--- config.mk ---
export PLATFORM = sky130hd
export DESIGN_NAME = mux_nto1_pipe
export DESIGN_NICKNAME = d
export VERILOG_FILES = /design/src/rtl/mux_nto1_pipe.sv
export SDC_FILE = /design/constraint.sdc
export NUM_CORES = 1
export LEC_CHECK = 0
export CAP_MARGIN = 0
export CORE_AREA = 2 2 65 67
export DETAILED_ROUTE_END_ITERATION = 7
export DIE_AREA = 0 0 67 69
export DONT_BUFFER_PORTS = 1
export MAX_ROUTING_LAYER = met4
export PLACE_DENSITY = 0.66
export SYNTH_ARGS = -nofsm -noshare
export SYNTH_HDL_FRONTEND = slang
export SYNTH_SLANG_ARGS = --single-unit
--- constraint.sdc ---
create_clock -name clk_i -period 3.95 [get_ports clk_i]
set_input_delay 0.79 -clock clk_i [delete_from_list [all_inputs] [get_ports clk_i]]
set_output_delay 0.79 -clock clk_i [all_outputs]
set_load 0.02 [all_outputs]
--- src/rtl/mux_nto1_pipe.sv ---
// N-to-1 data selector with a single registered pipeline stage.
// Supports stall (hold), flush (bubble insertion) and valid tracking, and keeps
// a sticky flag for out-of-range selects that were captured with valid data.
module mux_nto1_pipe #(
    parameter int unsigned      size      = 32,
    parameter int unsigned      num       = 4,
    parameter int unsigned      sel_w     = 2,
    parameter logic [size-1:0]  flush_val = '0
) (
    input  logic                clk_i,
    input  logic                rst_i,
    input  logic [size*num-1:0] data_i,
    input  logic [sel_w-1:0]    select_i,
    input  logic                valid_i,
    input  logic                stall_i,
    input  logic                flush_i,
    input  logic                clr_err_i,
    output logic [size-1:0]     data_o,
    output logic                valid_o,
    output logic                sel_err_o
);

    logic [size-1:0] sel_data;
    logic            in_range;
    logic            load;

    logic [size-1:0] data_q, data_d;
    logic            valid_q, valid_d;
    logic            err_q, err_d;

    // When num fills the select space every code is legal, so the range check
    // collapses to a constant and the error flag can never be set.
    if ((64'd1 << sel_w) > 64'(num)) begin : g_range_chk
        assign in_range = (32'(select_i) < num);
    end else begin : g_range_full
        assign in_range = 1'b1;
    end

    assign load = ~flush_i & ~stall_i;

    // Select one input by exact index match; unselected inputs never reach the
    // result, and an out-of-range code yields the bubble value.
    always_comb begin
        sel_data = flush_val;
        for (int k = 0; k < int'(num); k++) begin
            if (select_i == sel_w'(k)) begin
                sel_data = data_i[k*size +: size];
            end
        end
    end

    // Next-state for the stage contents: flush beats stall, stall beats load.
    always_comb begin
        data_d  = data_q;
        valid_d = valid_q;
        if (flush_i) begin
            data_d  = flush_val;
            valid_d = 1'b0;
        end else if (!stall_i) begin
            data_d  = sel_data;
            valid_d = in_range & valid_i;
        end
    end

    // Sticky error: a set on this edge outranks a simultaneous clear.
    always_comb begin
        err_d = err_q;
        if (load && !in_range && valid_i) begin
            err_d = 1'b1;
        end else if (clr_err_i) begin
            err_d = 1'b0;
        end
    end

    // Stage register with synchronous reset overriding everything.
    always_ff @(posedge clk_i) begin
        if (rst_i) begin
            data_q  <= flush_val;
            valid_q <= 1'b0;
            err_q   <= 1'b0;
        end else begin
            data_q  <= data_d;
            valid_q <= valid_d;
            err_q   <= err_d;
        end
    end

    assign data_o    = data_q;
    assign valid_o   = valid_q;
    assign sel_err_o = err_q;

endmodule

; ---- Yosys cells after proc, flatten, opt, wreduce, memory -nomap -nowiden
; Cells that the tools add are included.
[classes]
n_eq_ne = 3
muxes = 4
reduce_logical = 2
[ops]
columns = op, count
row1 = 2-to-1 mux 32 bit, 4
row2 = equality test 2 bit (second input constant), 2
row3 = equality test 2 x 1 -> 1 bit (second input constant), 1
row4 = logical NOT 2 bit, 1
row5 = OR reduction 2 bit, 1
[totals]
ff_bits = 33
in_bits = 136
output_inout_bits = 34
wordCells = 11

; ---- Depth between registers and ports, before layout
; Gate-level depths: netlist of the first run.
[logic_depth]
word_depth = 5
mapped_depth = 6
mapped_depth_nobuf = 3

; ---- Least setup slack after synthesis of the first run
; OpenSTA, ideal clock, no wires.
[synth_timing]
kind = input to register
startpoint = in select_i[0]
endpoint = reg data_q[12] (netlist: data_o[12])
setup_ps = 132
arrival_time_ps = 1647
required_ps = 3818
setup_slack_ps = 2170
path_stages = 5
path_buffers = 2
path_cell_list = buf_6 -> buf_12 -> mux4_2 -> nand2_1 -> a21oi_1
[synth_between]
elab_chain_cells = 5
elab_cells_between_ends = 8
classes_between = eq/ne: 3 / mux: 4 / reduce/logical: 1
[synth_lines]
columns = element, line
row1 = start: declaration, 13  ; input logic [sel_w-1:0] select_i,
row2 = logical NOT 2 bit, 46  ; if (select_i == sel_w'(k)) begin
row3 = 2-to-1 mux 32 bit (3 in a row), 46
row4 = 2-to-1 mux 32 bit (*), 46
row5 = end signal: assignment, 78  ; data_q <= flush_val;
row6 = end signal: assignment, 82  ; data_q <= data_d;
row7 = end: declaration, 27  ; logic [size-1:0] data_q, data_d;
; Every way passes the cells marked *; elsewhere a longest branch is shown, timed or not.
; A chain may end at the register's enable or synchronous reset.

==> results of run 1 <==
-- synth_stat cells, drive strengths merged --
cell type / instances
mux4: 12
nor2: 2
conb: 1
or2: 1
buf: 18
nand2: 25
mux2i: 1
clkbuf: 5
mux2: 20
o221ai: 20
or3b: 1
dfxtp: 33
o22ai: 20
clkinv: 1
a21oi: 32
-- cell type report --
| type | instances | area (µm²) | area share |
|---|---|---|---|
| flip-flops and latches | 33 | 661 | 0.331 |
| multi-input cells | 135 | 1170 | 0.588 |
| inverters | 1 | 3.75 | 0.00188 |
| well taps | 50 | 62.6 | 0.0314 |
| clock buffers | 7 | 86.3 | 0.0433 |
| repair buffers | 1 | 7.51 | 0.00377 |
-- how the worst max path moves through the flow --
stage / endpoint / slack [ns] / cells after the start
6_report: data_o[19]$_SDFFE_PP0N_ / 1.89 / 4
3_5_place_dp: data_o[21]$_SDFFE_PP0N_ / 1.57 / 4
5_1_grt: data_o[16]$_SDFFE_PP0N_ / 1.77 / 4
4_1_cts: data_o[19]$_SDFFE_PP0N_ / 1.88 / 4
2_1_floorplan: data_o[12]$_SDFFE_PP0N_ / 2.17 / 5
3_3_place_gp: data_o[19]$_SDFFE_PP0N_ / 1.70 / 4
-- cells by family after synthesis --
kind of cell	count (synthesis)	share of synthesized area
buffers and inverters	24	0.0816
and+or+nand+nor	29	0.0596
other	1	0.00188
muxes	33	0.254
AOI/OAI and AO/OA	72	0.272
DFF	33	0.331
-- per-stage QoR --
step	total power, W	cell area (µm²)	utilization	cells
after floorplan	0.000495	1990	-	192
after global placement	0.000482	1910	0.487	220
after detailed placement	0.000488	1910	0.487	220
after CTS	0.000738	1990	0.509	227
after global routing	0.000771	1990	0.509	227
final	0.000728	1990	0.509	227
-- state kept, by name (all words and copies together), names as in the netlist --
signal   cells
valid_o      1
data_o      32
-- metal layers --
metal	global-route usage	share of wire	vias to the layer above
met2	0.391	0.54	111
met3	0.0669	0.10	6
li1	-	-	714
met5	-	0	-
met4	0.0726	0.0091	0
met1	0.244	0.34	766
-- worst max-delay path: cells and delay by family --
family          cells  cell delay (ns)
compound gates      2             0.30
buf+inv             2             1.11
-- power by group --
group / internal [W] / switching, W
registers: 0.000348 / 0.0000297
clock network: 0.000138 / 0.000109
logic: 0.0000586 / 0.0000443
==> flow_metrics.tcl, run 1 <==
set metrics [dict create \
    synth_top_area_share 0.331 \
    hold_path_end "data_o[7]$_SDFFE_PP0N_" \
    netlist_instances 192 \
    grt_pass1_vias 1583 \
    end_kind "flop" \
    viasPerCell 7.04 \
    worstSetupStartpointType "input pin" \
    hold_viol_final 0 \
    max_cap_viol_count 0 \
    hold_class "reg2reg" \
    post-route-min-period_ns 2.06 \
    hold_path.startpoint "data_o[7]$_SDFFE_PP0N_" \
    synth_cell_types 19 \
    antenna_found_initial 0 \
    antennaDiodeCount 0 \
    rr_startpoint "data_o[21]$_SDFFE_PP0N_" \
    reg2regPathDepth 2 \
    ctsResizeCount 0 \
    critPathMaxStageDelay_ns 0.60 \
    numCtsBuffers 5 \
    slew_headroom 0.251 \
    area_delta_synth_final_pct -0.000100 \
    clk_latency_ns 0.27 \
    critPathArrivalTime_ns 2.21 \
    ir_worst_vdd_uv 187 \
    hpwlAfterDp_mm 3.99 \
    finalSetupViolCount 0 \
    nFillCells 370 \
    rsz0062_at_grt "false" \
    cp.required_ns 4.10 \
    ys_warn_count 0 \
    layout-drive-gt1-share 0.311 \
    synthTopCellsByArea "dfxtp_1 (33%), mux4_2 (14%), mux2_2 (11%), o221ai_2 (9.8%), a21oi_1 (8.0%)" \
    wl_per_cell_um 23.7 \
    setup_tns_ns 0 \
    power_density_nw_per_um2 365 \
    worstSetupStartpoint "stall_i" \
    synth_top_area_cell "dfxtp_1" \
    hold_path_depth 2 \
    fin_nets 313 \
    gp_congestion 0.750 \
    cts.path.max_buffers 2 \
    final_common_cell "dfxtp_1" \
    drt_iter0_drc 105 \
    final_cell_mix "dfxtp_1 (33), a21oi_1 (32), nand2_1 (25)" \
    grt_overflow_total 0 \
    setup_ws_ns 1.89 \
    critical_path.slowest_cell "clkinv_1" \
    root_buffer "clkbuf_8" \
    pre_cts_slack_ns 1.57 \
    pin_count 170 \
    cts_setup_buffers 0 \
    report.final.slew_viol_count 0 \
    max_freq_ghz 0.486 \
    die_w_um 67 \
    cp_cell_sequence "clkinv_1 > buf_4 > o221ai_1 > a21oi_1" \
    first_pass_iters 5 \
    skew_ns 0 \
    status "finished clean" \
    dieHeight_um 69 \
    path_class "in2reg" \
    core_um2 3910 \
    ant_nets 0 \
    cts_tree "built" \
    synth_seq_cells 33 \
    syn_avg_cell_area_um2 10.4 \
    clock_sinks 33 \
    clkTransAtPathRegs_ns 0.06 \
    grt_pass1_wl_mm 7.81 \
    h-tree-depth 2 \
    seq_area_frac_synth 0.331 \
    gr-usage-all-layers 0.227 \
    dr_total_vias 1597 \
    r2r_slack_ns 3.09 \
    r2r_end "data_o[21]$_SDFFE_PP0N_" \
    grt_max_degree 35 \
    p_leak_nw 0.630 \
    synth_area_um2 1990 \
    synthesis.nets 328 \
    hold_slack_ns 0.561 \
    holdBufCountCts 0 \
    start_util 0.509 \
    crit_fanout 27 \
    placementRows 23 \
    io_buffers 0 \
    finalCritPeriodShare 0.521 \
    totalWireLength_mm 5.38 \
    drc 0 \
    max_slew.worst_pin.slew_ns 1.12 \
    die_area_um2 4620 \
]
Note: power is estimated with default switching activity, not from simulation.
==> inputs of run 2 (changes only) <==
clock period = 1.9 ns   (was 3.95 ns; I/O delays follow)
==> flow_metrics.tcl, run 2 (same netlist as run 1, synthesis figures left out) <==
set metrics [dict create \
    status "finished clean" \
    grt_overflow_total 0 \
    grt_pass1_wl_mm 7.67 \
    viasPerCell 6.85 \
    start_util 0.509 \
    ir_worst_vdd_uv 365 \
    rsz0062_at_grt "false" \
    p_leak_nw 0.640 \
    report.final.slew_viol_count 0 \
    h-tree-depth 2 \
    antennaDiodeCount 0 \
    layout-drive-gt1-share 0.318 \
    area_delta_synth_final_pct 0.753 \
    slew_headroom 0.518 \
    grt_max_degree 35 \
    antenna_found_initial 0 \
    path_class "reg2out" \
    hold_class "in2reg" \
    finalCritPeriodShare 0.593 \
    rr_startpoint "data_o[19]$_SDFFE_PP0N_" \
    nFillCells 359 \
    placementRows 23 \
    wl_per_cell_um 23.6 \
    io_buffers 0 \
    pin_count 170 \
    hpwlAfterDp_mm 4.07 \
    cts.path.max_buffers 2 \
    die_w_um 67 \
    max_slew.worst_pin.slew_ns 0.721 \
    post-route-min-period_ns 1.13 \
    final_core_util 0.513 \
    crit_fanout 2 \
    fin_area_um2 2010 \
    largest_register_ffs 32 \
    hold_path_depth 2 \
    gr-usage-all-layers 0.224 \
    cts_tree "built" \
    skew_ns 0 \
    hold_path.startpoint "stall_i" \
    ctsResizeCount 0 \
    drc 0 \
    fin_cells 229 \
    worst-path-stages 0 \
    first_pass_iters 4 \
    cts_setup_buffers 0 \
    setup_tns_ns 0 \
    dpl.cell_count 222 \
    max_freq_ghz 0.888 \
    final_common_cell "dfxtp_1" \
    critPathArrivalTime_ns 0.75 \
    finalSetupViolCount 0 \
    numCtsBuffers 5 \
    worstSetupStartpointType "flop" \
    max_cap_viol_count 0 \
    cp.required_ns 1.52 \
    dieHeight_um 69 \
    end_kind "output port" \
    root_buffer "clkbuf_8" \
    multi_input_area_um2 1170 \
    holdBufCountCts 0 \
    power_density_nw_per_um2 754 \
    hold_path_end "data_o[23]$_SDFFE_PP0N_" \
    r2r_slack_ns 1.09 \
    core_um2 3910 \
    gp_congestion 0.749 \
    ant_nets 0 \
    dr_total_vias 1569 \
    postPlaceCellArea_um2 1920 \
    final_cell_mix "dfxtp_1 (33), a21oi_1 (32), nand2_1 (25)" \
    clkTransAtPathRegs_ns 0.06 \
    register_area_um2 661 \
    clk_latency_ns 0.27 \
    die_area_um2 4620 \
    grt_pass1_vias 1596 \
    hold_viol_final 0 \
    reg2regPathDepth 2 \
    drt_iter0_drc 45 \
    r2r_end "data_o[19]$_SDFFE_PP0N_" \
    totalWireLength_mm 5.41 \
    fin_nets 315 \
    clock_sinks 33 \
]
==> run 2: changes by cell type in the layout (fill, tap and decap cells not counted) <==
cell / previous run / this run
buf_4: 1 / 3
==> run 2: final cells by class <==
type / count / share of cell area
clock buffer: 7 / 0.0430
inverter: 1 / 0.00187
multi-input combinational: 135 / 0.584
sequential: 33 / 0.329
tap: 50 / 0.0312
timing repair buffer: 3 / 0.0112
==> run 2: worst max-delay path by stage <==
stage                            start                       to  slack, ns
2_1_floorplan              select_i[0]  data_o[12]$_SDFFE_PP0N_       0.53
3_3_place_gp                   stall_i  data_o[25]$_SDFFE_PP0N_       0.60
3_5_place_dp               select_i[0]  data_o[13]$_SDFFE_PP0N_       0.52
4_1_cts        data_o[27]$_SDFFE_PP0N_               data_o[27]       0.76
5_1_grt        data_o[27]$_SDFFE_PP0N_               data_o[27]       0.74
6_report        data_o[9]$_SDFFE_PP0N_                data_o[9]       0.77
==> run 2: per-layer routing <==
metal | GRT usage | routed length, µm
met4 | 0.0612 | 46
met3 | 0.0767 | 524
met5 | - | 0
met1 | 0.222 | 1880
met2 | 0.406 | 2960
==> run 2: power breakdown <==
part           switching, W  internal, W  leakage, nW
registers         0.0000614     0.000723        0.270
clock network      0.000227     0.000287       0.0443
logic             0.0000918     0.000124        0.326
total              0.000380      0.00113        0.640
==> run 2: stage by stage <==
step	power, W	hold slack (ns)	setup WS, ns
floorplan	0.00103	0.524	0.530
global placement	0.00100	0.522	0.595
detailed placement	0.00102	0.525	0.516
CTS	0.00154	0.224	0.761
global route	0.00158	0.238	0.737
finish	0.00151	0.239	0.773
==> inputs of run 3 (changes only) <==
CORE_AREA = 2 2 66 68   (was 2 2 65 67)
DIE_AREA = 0 0 68 70   (was 0 0 67 69)
PLACE_DENSITY = 0.67   (was 0.66)
clock period = 0.9 ns   (was 1.9 ns; I/O delays follow)
==> flow_metrics.tcl, run 3 (same netlist as run 1, synthesis figures left out) <==
set metrics [dict create \
    status "finished with violations" \
    violations "negative setup slack" \
    pwr-share-clk 0.323 \
    power_w 0.00344 \
    clock_sinks 33 \
    seqPwrFrac 0.465 \
    max_freq_ghz 1.08 \
    skew_ns 0 \
    gr-usage-all-layers 0.258 \
    cp_cell_sequence "buf_6" \
    area_delta_synth_final_pct 26.6 \
    die_w_um 68 \
    numCtsBuffers 5 \
    cts_tree "built" \
    worstSetupStartpointType "flop" \
    power_density_nw_per_um2 1370 \
    post-route-min-period_ns 0.928 \
    met3WireLength_um 529 \
    hpwlAfterDp_mm 4.39 \
    gp_congestion 0.796 \
    dr_wl_met2_mm 3.36 \
    hold_viol_final 0 \
    h-tree-depth 2 \
    pin_count 170 \
    nFillCells 350 \
    clkTransAtPathRegs_ns 0.07 \
    grt_overflow_total 0 \
    end_kind "output port" \
    totalWireLength_mm 6.13 \
    path_class "reg2out" \
    crit_family "flip-flops" \
    fin_nets 359 \
    antenna_found_initial 0 \
    start_util 0.481 \
    io_buffers 0 \
    largest_register_ffs 32 \
    placementRows 24 \
    holdBufCountCts 0 \
    p_leak_nw 0.917 \
    crit_fanout 2 \
    setup_ws_ns -0.0275 \
    core_um2 4140 \
    critPathMaxStageDelay_ns 0.35 \
    rsz0062_at_grt "true" \
    clk_latency_ns 0.27 \
    top_layer_used "met4" \
    report.final.slew_viol_count 0 \
    dr_total_vias 1793 \
    dieHeight_um 70 \
    finalCritPeriodShare 1.03 \
    root_buffer "clkbuf_8" \
    final_cell_mix "dfxtp_2 (33), a21oi_1 (32), buf_6 (26)" \
    grt_max_degree 39 \
    critical_path_buf_inv_count 1 \
    finalSetupViolCount 21 \
    final_core_util 0.609 \
    critPathArrivalTime_ns 0.75 \
    setup_tns_ns -0.186 \
    final_common_cell "dfxtp_2" \
    power_switching_w 0.000884 \
    grt_pass1_wl_mm 8.99 \
    ant_nets 0 \
    critical_path.slowest_cell "dfxtp_2" \
    layout-drive-gt1-share 0.614 \
    switching_share 0.257 \
    combinationalPowerShare 0.212 \
    grt_pass1_vias 1981 \
    wl_per_cell_um 22.3 \
    antennaDiodeCount 0 \
    p_int_w 0.00256 \
    hold_class "in2reg" \
    drt_iter0_drc 90 \
    dpl.cell_count 252 \
    fin_cells 275 \
    hold_slack_ns 0.0333 \
    die_area_um2 4760 \
    drc 0 \
    routedLengthMet1_mm 2.14 \
    cts.path.max_buffers 2 \
    max_cap_viol_count 0 \
    cp.required_ns 0.72 \
    ir_worst_vdd_uv 882 \
    viasPerCell 6.52 \
    first_pass_iters 4 \
]
-- run 3: area by class of cell --
type,count,area (µm²),area share
multi-input combinational,135,1190,0.472
sequential,33,702,0.278
timing repair buffer,47,475,0.188
clock buffer,7,86.3,0.0342
inverter,1,3.75,0.00149
tap,52,65.1,0.0258
-- run 3: timing repair --
action	CTS	global route
cloned	0	0
resized for setup	59	1
setup buffers	13	3
endpoints found under the setup margin	33	27
hold endpoints to repair	0	0
-- run 3: stage by stage --
stage	setup WS (ns)	instance area [µm²]
4_1_cts	-0.0365	2490
5_1_grt	-0.0505	2520
6_report	-0.0275	2520
3_5_place_dp	-0.242	2170
2_1_floorplan	-0.247	2020
3_3_place_gp	-0.198	2170
-- run 3: power by group through the flow --
stage	clock, W	combinational [W]	sequential, W
3_3_place_gp	0	0.000615	0.00161
2_1_floorplan	0	0.000506	0.00168
4_1_cts	0.00115	0.000717	0.00160
5_1_grt	0.00122	0.000775	0.00161
3_5_place_dp	0	0.000638	0.00162
6_report	0.00111	0.000729	0.00160
-- run 3: worst paths after layout --
check                          startpoint                       to  cells past startpoint  slack [ns]
setup / recovery  data_o[11]$_SDFFE_PP0N_               data_o[11]                      1       -0.03
hold / removal                    stall_i  data_o[23]$_SDFFE_PP0N_                      2        0.03
hold reg to reg   data_o[22]$_SDFFE_PP0N_  data_o[22]$_SDFFE_PP0N_                      2        0.47
setup reg to reg  data_o[19]$_SDFFE_PP0N_  data_o[19]$_SDFFE_PP0N_                      3        0.10
-- run 3: layer usage --
| metal | track usage | vias to the layer above |
|---|---|---|
| met5 | - | - |
| li1 | - | 807 |
| met1 | 0.256 | 855 |
| met4 | 0.0778 | 0 |
| met2 | 0.479 | 121 |
| met3 | 0.0644 | 10 |
